`config.mk`:
```
export PLATFORM = sky130hd
export DESIGN_NAME = chunked_addsub
export DESIGN_NICKNAME = d
export VERILOG_FILES = /design/src/rtl/addsub_pkg.sv /design/src/rtl/chunk_adder.sv /design/src/rtl/chunked_addsub.sv
export SDC_FILE = /design/constraint.sdc
export NUM_CORES = 1
export LEC_CHECK = 0
export BUFFER_PORTS_ARGS = -buffer_cell sky130_fd_sc_hd__buf_4
export CORE_MARGIN = 1
export CORE_UTILIZATION = 45
export CTS_CLUSTER_DIAMETER = 40
export DETAILED_ROUTE_END_ITERATION = 16
export PLACE_DENSITY = 0.67
export SLEW_MARGIN = 0
export SYNTH_ARGS = -nofsm -noshare
export SYNTH_HDL_FRONTEND = slang
export SYNTH_SLANG_ARGS = --single-unit
```
`constraint.sdc`:
```
create_clock -name clk -period 4.25 [get_ports clk]
set_clock_uncertainty 0.05 [all_clocks]
set_input_delay 0.2125 -clock clk [delete_from_list [all_inputs] [get_ports clk]]
set_output_delay 0.2125 -clock clk [all_outputs]
set_load 0.02 [all_outputs]
```
`src/rtl/addsub_pkg.sv`:
```
// Shared definitions for the chunked (bit-serial / digit-serial) adder-subtractor.
// Holds the controller state encoding and the counter sizing helper.
package addsub_pkg;

  typedef enum logic [1:0] {
    ST_IDLE = 2'd0,
    ST_RUN  = 2'd1,
    ST_DONE = 2'd2
  } state_e;

  // A single-slice operation still needs a 1-bit counter so the port widths stay legal.
  function automatic int cnt_width(input int n);
    return (n > 1) ? $clog2(n) : 1;
  endfunction

endpackage

```
`src/rtl/chunk_adder.sv`:
```
// Combinational CHUNK-bit ripple-carry adder for one slice.
// Also exposes the carry into the top bit so the caller can form signed overflow.
module chunk_adder #(
  parameter int CHUNK = 1
) (
  input  logic [CHUNK-1:0] a,
  input  logic [CHUNK-1:0] b,
  input  logic             cin,
  output logic [CHUNK-1:0] sum,
  output logic             carry,
  output logic             carry_msb
);

  logic c_r;

  always_comb begin
    sum       = '0;
    carry_msb = cin;
    c_r       = cin;
    for (int i = 0; i < CHUNK; i++) begin
      if (i == CHUNK - 1) carry_msb = c_r;
      sum[i] = a[i] ^ b[i] ^ c_r;
      c_r    = (a[i] & b[i]) | (c_r & (a[i] ^ b[i]));
    end
    carry = c_r;
  end

endmodule

```
`src/rtl/chunked_addsub.sv`:
```
// Multi-cycle add/subtract: processes CHUNK bits per clock, LSB slice first,
// and publishes sum/carry/overflow only when the last slice completes.
module chunked_addsub
  import addsub_pkg::*;
#(
  parameter int WIDTH = 8,
  parameter int CHUNK = 1
) (
  input  logic             clk,
  input  logic             rst,
  input  logic             start,
  input  logic [WIDTH-1:0] a,
  input  logic [WIDTH-1:0] b,
  input  logic             sub,
  input  logic             cin,
  output logic             busy,
  output logic             done,
  output logic [WIDTH-1:0] sum,
  output logic             carry,
  output logic             overflow
);

  localparam int N     = WIDTH / CHUNK;
  localparam int CNT_W = cnt_width(N);
  localparam logic [CNT_W-1:0] LAST = CNT_W'(N - 1);

  state_e           state_q, state_d;
  logic [CNT_W-1:0] cnt_q, cnt_d;
  logic             c_q, c_d;
  logic [WIDTH-1:0] a_q, a_d, b_q, b_d, acc_q, acc_d;
  logic [WIDTH-1:0] sum_q, sum_d;
  logic             carry_q, carry_d, ovf_q, ovf_d;

  logic [CHUNK-1:0] sl_sum;
  logic             sl_c, sl_cmsb;
  logic [WIDTH-1:0] acc_next;

  // Operand registers shift right so the active slice is always at bit 0.
  chunk_adder #(.CHUNK(CHUNK)) u_slice (
    .a         (a_q[CHUNK-1:0]),
    .b         (b_q[CHUNK-1:0]),
    .cin       (c_q),
    .sum       (sl_sum),
    .carry     (sl_c),
    .carry_msb (sl_cmsb)
  );

  // Partial result fills from the top; after N slices it is aligned.
  assign acc_next = (acc_q >> CHUNK) | (WIDTH'(sl_sum) << (WIDTH - CHUNK));

  always_comb begin
    state_d = state_q;
    cnt_d   = cnt_q;
    c_d     = c_q;
    a_d     = a_q;
    b_d     = b_q;
    acc_d   = acc_q;
    sum_d   = sum_q;
    carry_d = carry_q;
    ovf_d   = ovf_q;
    case (state_q)
      ST_RUN: begin
        a_d   = a_q >> CHUNK;
        b_d   = b_q >> CHUNK;
        acc_d = acc_next;
        c_d   = sl_c;
        cnt_d = cnt_q + 1'b1;
        if (cnt_q == LAST) begin
          state_d = ST_DONE;
          cnt_d   = '0;
          c_d     = 1'b0;
          sum_d   = acc_next;
          carry_d = sl_c;
          ovf_d   = sl_cmsb ^ sl_c;
        end
      end
      default: begin
        state_d = ST_IDLE;
        if (start) begin
          state_d = ST_RUN;
          cnt_d   = '0;
          a_d     = a;
          b_d     = sub ? ~b : b;
          c_d     = cin ^ sub;
        end
      end
    endcase
  end

  always_ff @(posedge clk or posedge rst) begin
    if (rst) begin
      state_q <= ST_IDLE;
      cnt_q   <= '0;
      c_q     <= 1'b0;
      sum_q   <= '0;
      carry_q <= 1'b0;
      ovf_q   <= 1'b0;
    end else begin
      state_q <= state_d;
      cnt_q   <= cnt_d;
      c_q     <= c_d;
      sum_q   <= sum_d;
      carry_q <= carry_d;
      ovf_q   <= ovf_d;
    end
  end

  // Working data is always overwritten on acceptance, so it carries no reset.
  always_ff @(posedge clk) begin
    a_q   <= a_d;
    b_q   <= b_d;
    acc_q <= acc_d;
  end

  assign busy     = (state_q == ST_RUN);
  assign done     = (state_q == ST_DONE);
  assign sum      = sum_q;
  assign carry    = carry_q;
  assign overflow = ovf_q;

endmodule

```
* After elaboration in Yosys (flattened, before gate mapping)
Index checks and enable logic that the tools add are counted. W data, S select, Z words.
Storage, ports and cells: register bits 40, bits of input ports 21
Cells by class: add/sub/neg operators 1, equality and inequality tests 4, multiplexer cells 14, bitwise gates (word level) 9, reduce and logical (&&, ||, !) cells 2
Operators with widths (number):
- $mux W7 | 4
- $mux W3 | 3
- $mux W8 | 1
- $not A8 Y8 | 1
- $or A7 B8 Y8 | 1
- $mux W1 | 4
- $mux W2 | 2
- $xor A1 B1 Y1 | 4
- $add A3 B1 Y3 const B | 1
- $eq A3 B3 Y1 const B | 1
- $and A1 B1 Y1 | 2
- $eq A2 B1 Y1 const B | 1
- $eq A2 B2 Y1 const B | 1
- $ne A2 B1 Y1 const B | 1
- $reduce_and A2 Y1 | 1
- $reduce_bool A2 Y1 | 1
- $or A1 B1 Y1 | 1

* Depth between registers and ports, before layout
Gate-level depths: netlist (run 1).
word-level depth 5, depth in mapped cells 6

* Modules after synthesis
From an unflattened synthesis (run 1), not the netlist that was laid out.
Unflattened totals: cell total of the unflattened synthesis 114, area total of the unflattened synthesis 1705.4 µm²
By module, submodules not included:
- chunked_addsub | times used 1, cells an instance 112, area each 1677.9 µm², seq. area each 1071.0 µm²
- chunk_adder | times used 1, cells an instance 2, area each 27.5 µm², seq. area each 0.0 µm²

* Worst setup path after synthesis (run 1)
Ideal clock, no wire load.
kind reg-to-reg, start point reg cnt_q[0], end point reg sum_q[1] (netlist: sum[1]), library setup time 0.125 ns, data arrival time 1.341 ns, setup slack 2.734 ns, cell stages (with the launch flop) 6, cell sequence dfrtp_1 ha_1 ha_1 nand3b_4 buf_6 mux2_2
On the way: word-level cells in the longest chain between the ends 2
Ends and longest elaborated chain:
- start: declaration | line chunked_addsub.sv:28 | logic [CNT_W-1:0] cnt_q, cnt_d;
- start signal: assignment | line chunked_addsub.sv:100 | cnt_q <= cnt_d;
- $eq A3 B3 Y1 | line chunked_addsub.sv:68 | if (cnt_q == LAST) begin
- $reduce_and A2 Y1 (no line)
- end signal: assignment | line chunked_addsub.sv:102 | sum_q <= sum_d;
- end: declaration | line chunked_addsub.sv:31 | logic [WIDTH-1:0] sum_q, sum_d;
No other way between the ends. A chain may end at the register's enable or synchronous reset.

* Final worst setup path (run 1)
start point reg state_q[0], end point reg b_q[6], enable pin
On the way: word-level cells in the longest chain between the ends 2
Ends and longest elaborated chain:
- start: declaration | line chunked_addsub.sv:27 | state_e state_q, state_d;
- start signal: assignment | line chunked_addsub.sv:99 | state_q <= state_d;
- $eq A2 B1 Y1 | line chunked_addsub.sv:61 | case (state_q)
- $reduce_bool A2 Y1 (no line)
- end signal: assignment | line chunked_addsub.sv:111 | b_q <= b_d;
- end: declaration | line chunked_addsub.sv:30 | logic [WIDTH-1:0] a_q, a_d, b_q, b_d, acc_q, acc_d;
No other way between the ends.

==> results.txt, run 1 <==
Non-Filler Instances - 204
Core Area - 3660 µm²
Netlist Area Pre-Place - 1710 µm²
Worst Setup End Kind - flip-flop
Total wire length - 2.56 mm
Post-synthesis cell count - 122
First-pass GRT wire length - 4.40 mm
Worst hold start - a[7]
FF-to-FF setup slack - 2.01 ns
Dpl hpwl - 1.81 mm
Max-slew violation count - 0
Met3 usage - 5.98%
Critical Path RT - 4.13 ns
Clock slew at reported path FFs - 0.07 ns
RSZ-0062 raised after global routing - no
DR vias - 977
H-tree depth - 2
I/O Buffers - 32
Final setup vio count - 0
Max Fclk - 447 MHz
Drt via density - 4.79
R2r endpoint - b_q[6]
FF+latch count, synth - 39
Final min period - 2.24 ns
Hold Path End - a_q[7]
WHS - 0.118 ns
Number of nets with antenna violations after routing - 0
Peak supply drop - 418 µV
Met1 Use GR - 17.5%
Largest net degree at the start of global routing - 41
Register area share after synthesis - 62.5%
DR WL/cell - 12.6 µm
Clk Latency, worst-skew pair - 0.29 ns
Power Density - 758 nW/µm²
Top post-synthesis cells by area - edfxtp_1, dfrtp_1, mux2_2
Post-CTS sizing - 0
Outcome - finished clean
Layout Nets - 180
Pleak - 0.935 nW
Syn nets - 147
DR iter-0 viols - 17
Reg2reg start - state_q[0]
Die width - 63.7 µm
Overall power - 0.00158 W
Grt ovf - 0
Initial antenna violation count - 0
GPL Wtd Cong - 0.668
Hold depth - 3
Startpoint types - flip-flop
Starting Density - 46.8%
# placed instances - 195
Std-Cell Rows - 22
Worst min-delay path category - primary input to flip-flop
Critical setup path kind - flip-flop to flip-flop
Relative slew slack - 39.6%
Netlist cell types - 27
Drt pass-1 iters - 4
Finished Core Util - 56.8%
DIE HEIGHT - 63.7 µm
Post-synthesis area per instance - 14.1 µm²
Setup total negative slack - 0 ns
IO Pins - 33
Total CTS buffers - 5
Root Driver - clkbuf_8
Full die area - 4060 µm²
Yosys top cell area share - 36.8%
Yosys warns - 0
Cells on worst reg2reg path - 3
Clock tree buffer depth - 2
Most used routing layer - met2
CTS Hold Buffers Added - 1
Ant. Diodes - 0
Worst-margin pin slew - 0.904 ns
CTS tree - built
Layout cells sized above 1 - 36.5%
Final hold vios - 0
Layout area overhead - 21.4%
Synth area leader - edfxtp_1
Drt drc - 0
Critical path data arrival time - 2.12 ns
GRT Util Overall - 14.9%
Crit path max fanout - 40
Post-CTS setup buffer count - 0
CTS Sinks - 39
Vias in the first global route - 974
Fin crit share - 52.7%
Max-Cap Viols - 0
Routing usage on met2 - 23.8%
-- registers in the layout, indices dropped and copies added, names as in the netlist --
signal / count
a_q: 8
acc_q: 7
b_q: 8
c_q: 1
carry: 1
cnt_q: 3
overflow: 1
state_q: 2
sum: 8
-- layout by cell type (no fill, tap or decap), types with 2 or more instances in the layout --
cell type,count
buf_4,32
clkbuf_8,6
dfrtp_1,16
dfxtp_1,2
edfxtp_1,21
ha_1,3
inv_1,6
mux2_2,9
mux2_4,5
mux2i_1,2
nand2_1,12
nand2b_1,2
nor2_1,6
o21ai_0,13
xnor2_1,8
xor2_1,2
-- cell type report --
cell class / count / area (µm²)
Sequential cell: 39 / 1070
Multi-Input combinational cell: 70 / 559
Clock buffer: 6 / 82.6
Tap cell: 48 / 60.1
Fill cell: 302 / 1580
Clock inverter: 2 / 35.0
Inverter: 6 / 22.5
Timing Repair Buffer: 33 / 250
-- metal layers --
layer / routed length, µm / vias up
met3: 134 / 7
met5: 0 / -
met2: 1250 / 32
met4: 49 / 0
li1: - / 480
met1: 1130 / 458
-- Yosys cell counts --
cell type / instances
mux2_2: 9
buf_8: 1
dfrtp_1: 16
nand3b_1: 1
a22o_1: 1
edfxtp_1: 21
nor2_1: 6
buf_2: 1
inv_1: 6
fa_1: 1
nor2b_1: 1
nand2b_1: 2
xor2_1: 2
mux2_4: 5
o21ai_0: 13
buf_6: 2
xnor2_1: 8
and2_4: 1
ha_1: 3
clkbuf_1: 1
buf_4: 2
mux2i_1: 2
nand3b_4: 1
nor2b_4: 1
a211oi_1: 1
nand2_1: 12
dfxtp_1: 2
-- kinds of logic after synthesis --
logic type	share of synthesized area [%]
AND/OR/NAND/NOR	7.96
buffers and inverters	4.89
XOR/XNOR	5.11
flip-flops	62.5
AO/OA/AOI/OAI	4.74
adder cells (fa/ha/maj)	3.36
multiplexers	11.5
-- stage by stage --
stage               worst slack [ns]  instance area [µm²]
global placement                2.07                 1950
detailed placement              1.99                 1950
CTS                             1.98                 2080
finish                          2.01                 2080
global route                    1.81                 2080
floorplan                       2.73                 1710
-- worst max-delay path, stage by stage (launching register included) --
cell     delay, ns
dfrtp_1       0.41
nor2b_4       0.78
nor2_1        0.17
inv_1         0.46
-- where the power goes --
part	leakage (nW)	total (W)	internal (W)	switching, W
clock	0.0612	0.000314	0.000190	0.000124
sequential	0.439	0.000714	0.000633	0.0000808
combinational	0.435	0.000548	0.000262	0.000286
total	0.935	0.00158	0.00109	0.000491
-- worst max path at each step --
stage | from | to | slack, ns | depth (start not counted)
5_1_grt | state_q[0] | b_q[0] | 1.81 | 3
4_1_cts | state_q[0] | b_q[6] | 1.98 | 3
3_5_place_dp | state_q[0] | b_q[3] | 1.99 | 3
3_3_place_gp | state_q[0] | b_q[0] | 2.07 | 3
6_report | state_q[0] | b_q[6] | 2.01 | 3
2_1_floorplan | cnt_q[0] | sum[1] | 2.73 | 5
Power figures use the tool's default switching activity.
==> inputs of run 2 (changes only) <==
PLACE_DENSITY = 0.7   (was 0.67)
clock period = 1.87 ns   (was 4.25 ns; I/O delays follow)
==> results.txt, run 2 (synthesis results as in run 1) <==
Power Density - 1680 nW/µm² (+120%)
CTS Sinks - 39 (unchanged)
GPL Wtd Cong - 0.716 (+7.2%)
Critical setup path kind - flip-flop to output port
Sw frac - 31.5% (+0.35 points)
Fin crit share - 90.8%
Layout cells sized above 1 - 36.9% (+0.34 points)
Std-Cell Rows - 22 (unchanged)
Post-layout worst setup margin - 0.172 ns (-1.84 ns)
Core Area - 3660 µm² (unchanged)
DIE HEIGHT - 63.7 µm (unchanged)
Number of nets with antenna violations after routing - 0 (unchanged)
I/O Buffers - 32 (unchanged)
GRT Util Overall - 14.8% (-0.10 points)
Cells on worst reg2reg path - 4 (+1)
Worst Setup End Kind - output port
Layout Nets - 184 (+2.2%)
Ant. Diodes - 0 (unchanged)
Layout area overhead - 22.3%
Final hold vios - 0 (unchanged)
# fillers - 321 (+6.3%)
Peak supply drop - 625 µV (+49%)
Setup total negative slack - 0 ns (unchanged)
Worst-margin pin slew - 0.597 ns (-0.307 ns)
Critical Path RT - 1.73 ns (-2.40 ns)
Hold Path End - b_q[7]
DR vias - 965 (-1.2%)
Most frequent cells in the layout - buf_4, edfxtp_1, dfrtp_1, o21ai_0, nand2_1
Setup slack at placement - 0.294 ns (-1.69 ns)
Final setup vio count - 0 (unchanged)
Drt via density - 4.64 (-3.1%)
CTS tree - built
Max Fclk - 589 MHz
Initial antenna violation count - 0 (unchanged)
Dpl hpwl - 1.87 mm (+3.6%)
Outcome - finished clean
R2r endpoint - sum[4]
Critical path data arrival time - 1.55 ns (-0.57 ns)
DR iter-0 viols - 27 (+10)
Reg2reg start - cnt_q[0]
Comb pwr share - 36.7% (+1.9 points)
Max-Cap Viols - 0 (unchanged)
Root Driver - clkbuf_8
DR WL/cell - 12.3 µm (-2.0%)
Full die area - 4060 µm² (unchanged)
Worst hold start - start
Drt drc - 0 (unchanged)
Seq pwr share - 46.0% (+0.7 points)
Startpoint types - flip-flop
Clk Latency, worst-skew pair - 0.28 ns (about the same)
Grt ovf - 0 (unchanged)
Post-Place Cell Area - 1980 µm² (+1.2%)
Worst min-delay path category - primary input to flip-flop
Crit path max fanout - 22 (-45%)
Largest net degree at the start of global routing - 23 (-44%)
Total CTS buffers - 5 (unchanged)
Drt pass-1 iters - 4 (unchanged)
Pleak - 0.942 nW (+0.81%)
Final min period - 1.70 ns
FF-to-FF setup slack - 0.30 ns (-1.71 ns)
Vias in the first global route - 960 (-1.4%)
Total wire length - 2.56 mm (about the same)
Design area - 2100 µm² (+0.72%)
Die width - 63.7 µm (unchanged)
Starting Density - 46.8% (unchanged)
NetSw - 0.00111 W (+130%)
Hold depth - 2 (-1)
IO Pins - 33 (unchanged)
Clock slew at reported path FFs - 0.07 ns (about the same)
Relative slew slack - 60.2% (+21 points)
Clock tree buffer depth - 2 (unchanged)
RSZ-0062 raised after global routing - no
Post-CTS setup buffer count - 0 (unchanged)
H-tree depth - 2 (unchanged)
Clock share of power - 17.3% (-2.6 points)
Max-slew violation count - 0 (unchanged)
Cell Int Power - 0.00241 W (+120%)
First-pass GRT wire length - 4.45 mm (+1.1%)
Leading cell type in the layout, fill and taps excluded - buf_4
run 2: changes by cell type in the layout (fill, tap and decap cells not counted):
cell / previous run / this run
buf_4: 32 / 35
bufinv_16: 1 / 0
clkbuf_1: 0 / 1
clkbuf_8: 6 / 7
clkinv_2: 1 / 0
dlygate4sd3_1: 1 / 2
run 2: how the worst max path moves through the flow:
| stage | start | endpoint | slack, ns | depth (start not counted) |
|---|---|---|---|---|
| detailed placement | cnt_q[0] | sum[4] | 0.29 | 4 |
| global placement | cnt_q[0] | sum[2] | 0.31 | 4 |
| finish | state_q[0] | busy | 0.17 | 3 |
| floorplan | cnt_q[0] | sum[1] | 0.35 | 5 |
| global route | state_q[0] | busy | 0.08 | 3 |
| CTS | state_q[0] | busy | 0.15 | 3 |
run 2: metrics by stage:
step / std cells / utilization [%] / power, W / hold WS, ns
after floorplan: 122 / - / 0.00259 / -0.0428
after global placement: 198 / 54.0 / 0.00290 / 0.158
after detailed placement: 198 / 54.0 / 0.00295 / 0.158
after CTS: 208 / 57.2 / 0.00357 / 0.00782
after global routing: 208 / 57.2 / 0.00378 / 0.0146
final: 208 / 57.2 / 0.00351 / 0.0102
run 2: what timing repair did:
item	4_1_cts	5_1_grt
endpoints found under the hold margin	17	0
resized for setup	0	0
hold buffers	2	0
run 2: power by group through the flow:
stage               sequential (W)  combinational, W  clock (W)
floorplan                  0.00171          0.000873          0
global placement           0.00162           0.00127          0
detailed placement         0.00164           0.00131          0
CTS                        0.00163           0.00132   0.000624
global route               0.00167           0.00145   0.000654
finish                     0.00162           0.00129   0.000608
run 2: final cells by class:
cell class,count,area (µm²),area share (%)
clock buffers,8,100,4.78
inverters,6,22.5,1.07
multi-input cells,70,559,26.7
flip-flops and latches,39,1070,51.1
well taps,48,60.1,2.87
repair buffers,37,283,13.5
run 2: critical path, stage by stage, from the launching register on:
cell	delay, ns
dfrtp_1	0.40
nor2b_4	0.38
buf_4	0.30
buf_4	0.18
run 2: per-layer routing:
layer | track usage (%) | up-vias | part of all wire, %
met4 | 7.67 | 0 | 2.1
li1 | - | 486 | -
met2 | 23.0 | 30 | 47
met5 | 0 | - | 0
met3 | 3.99 | 5 | 5.1
met1 | 18.8 | 444 | 46
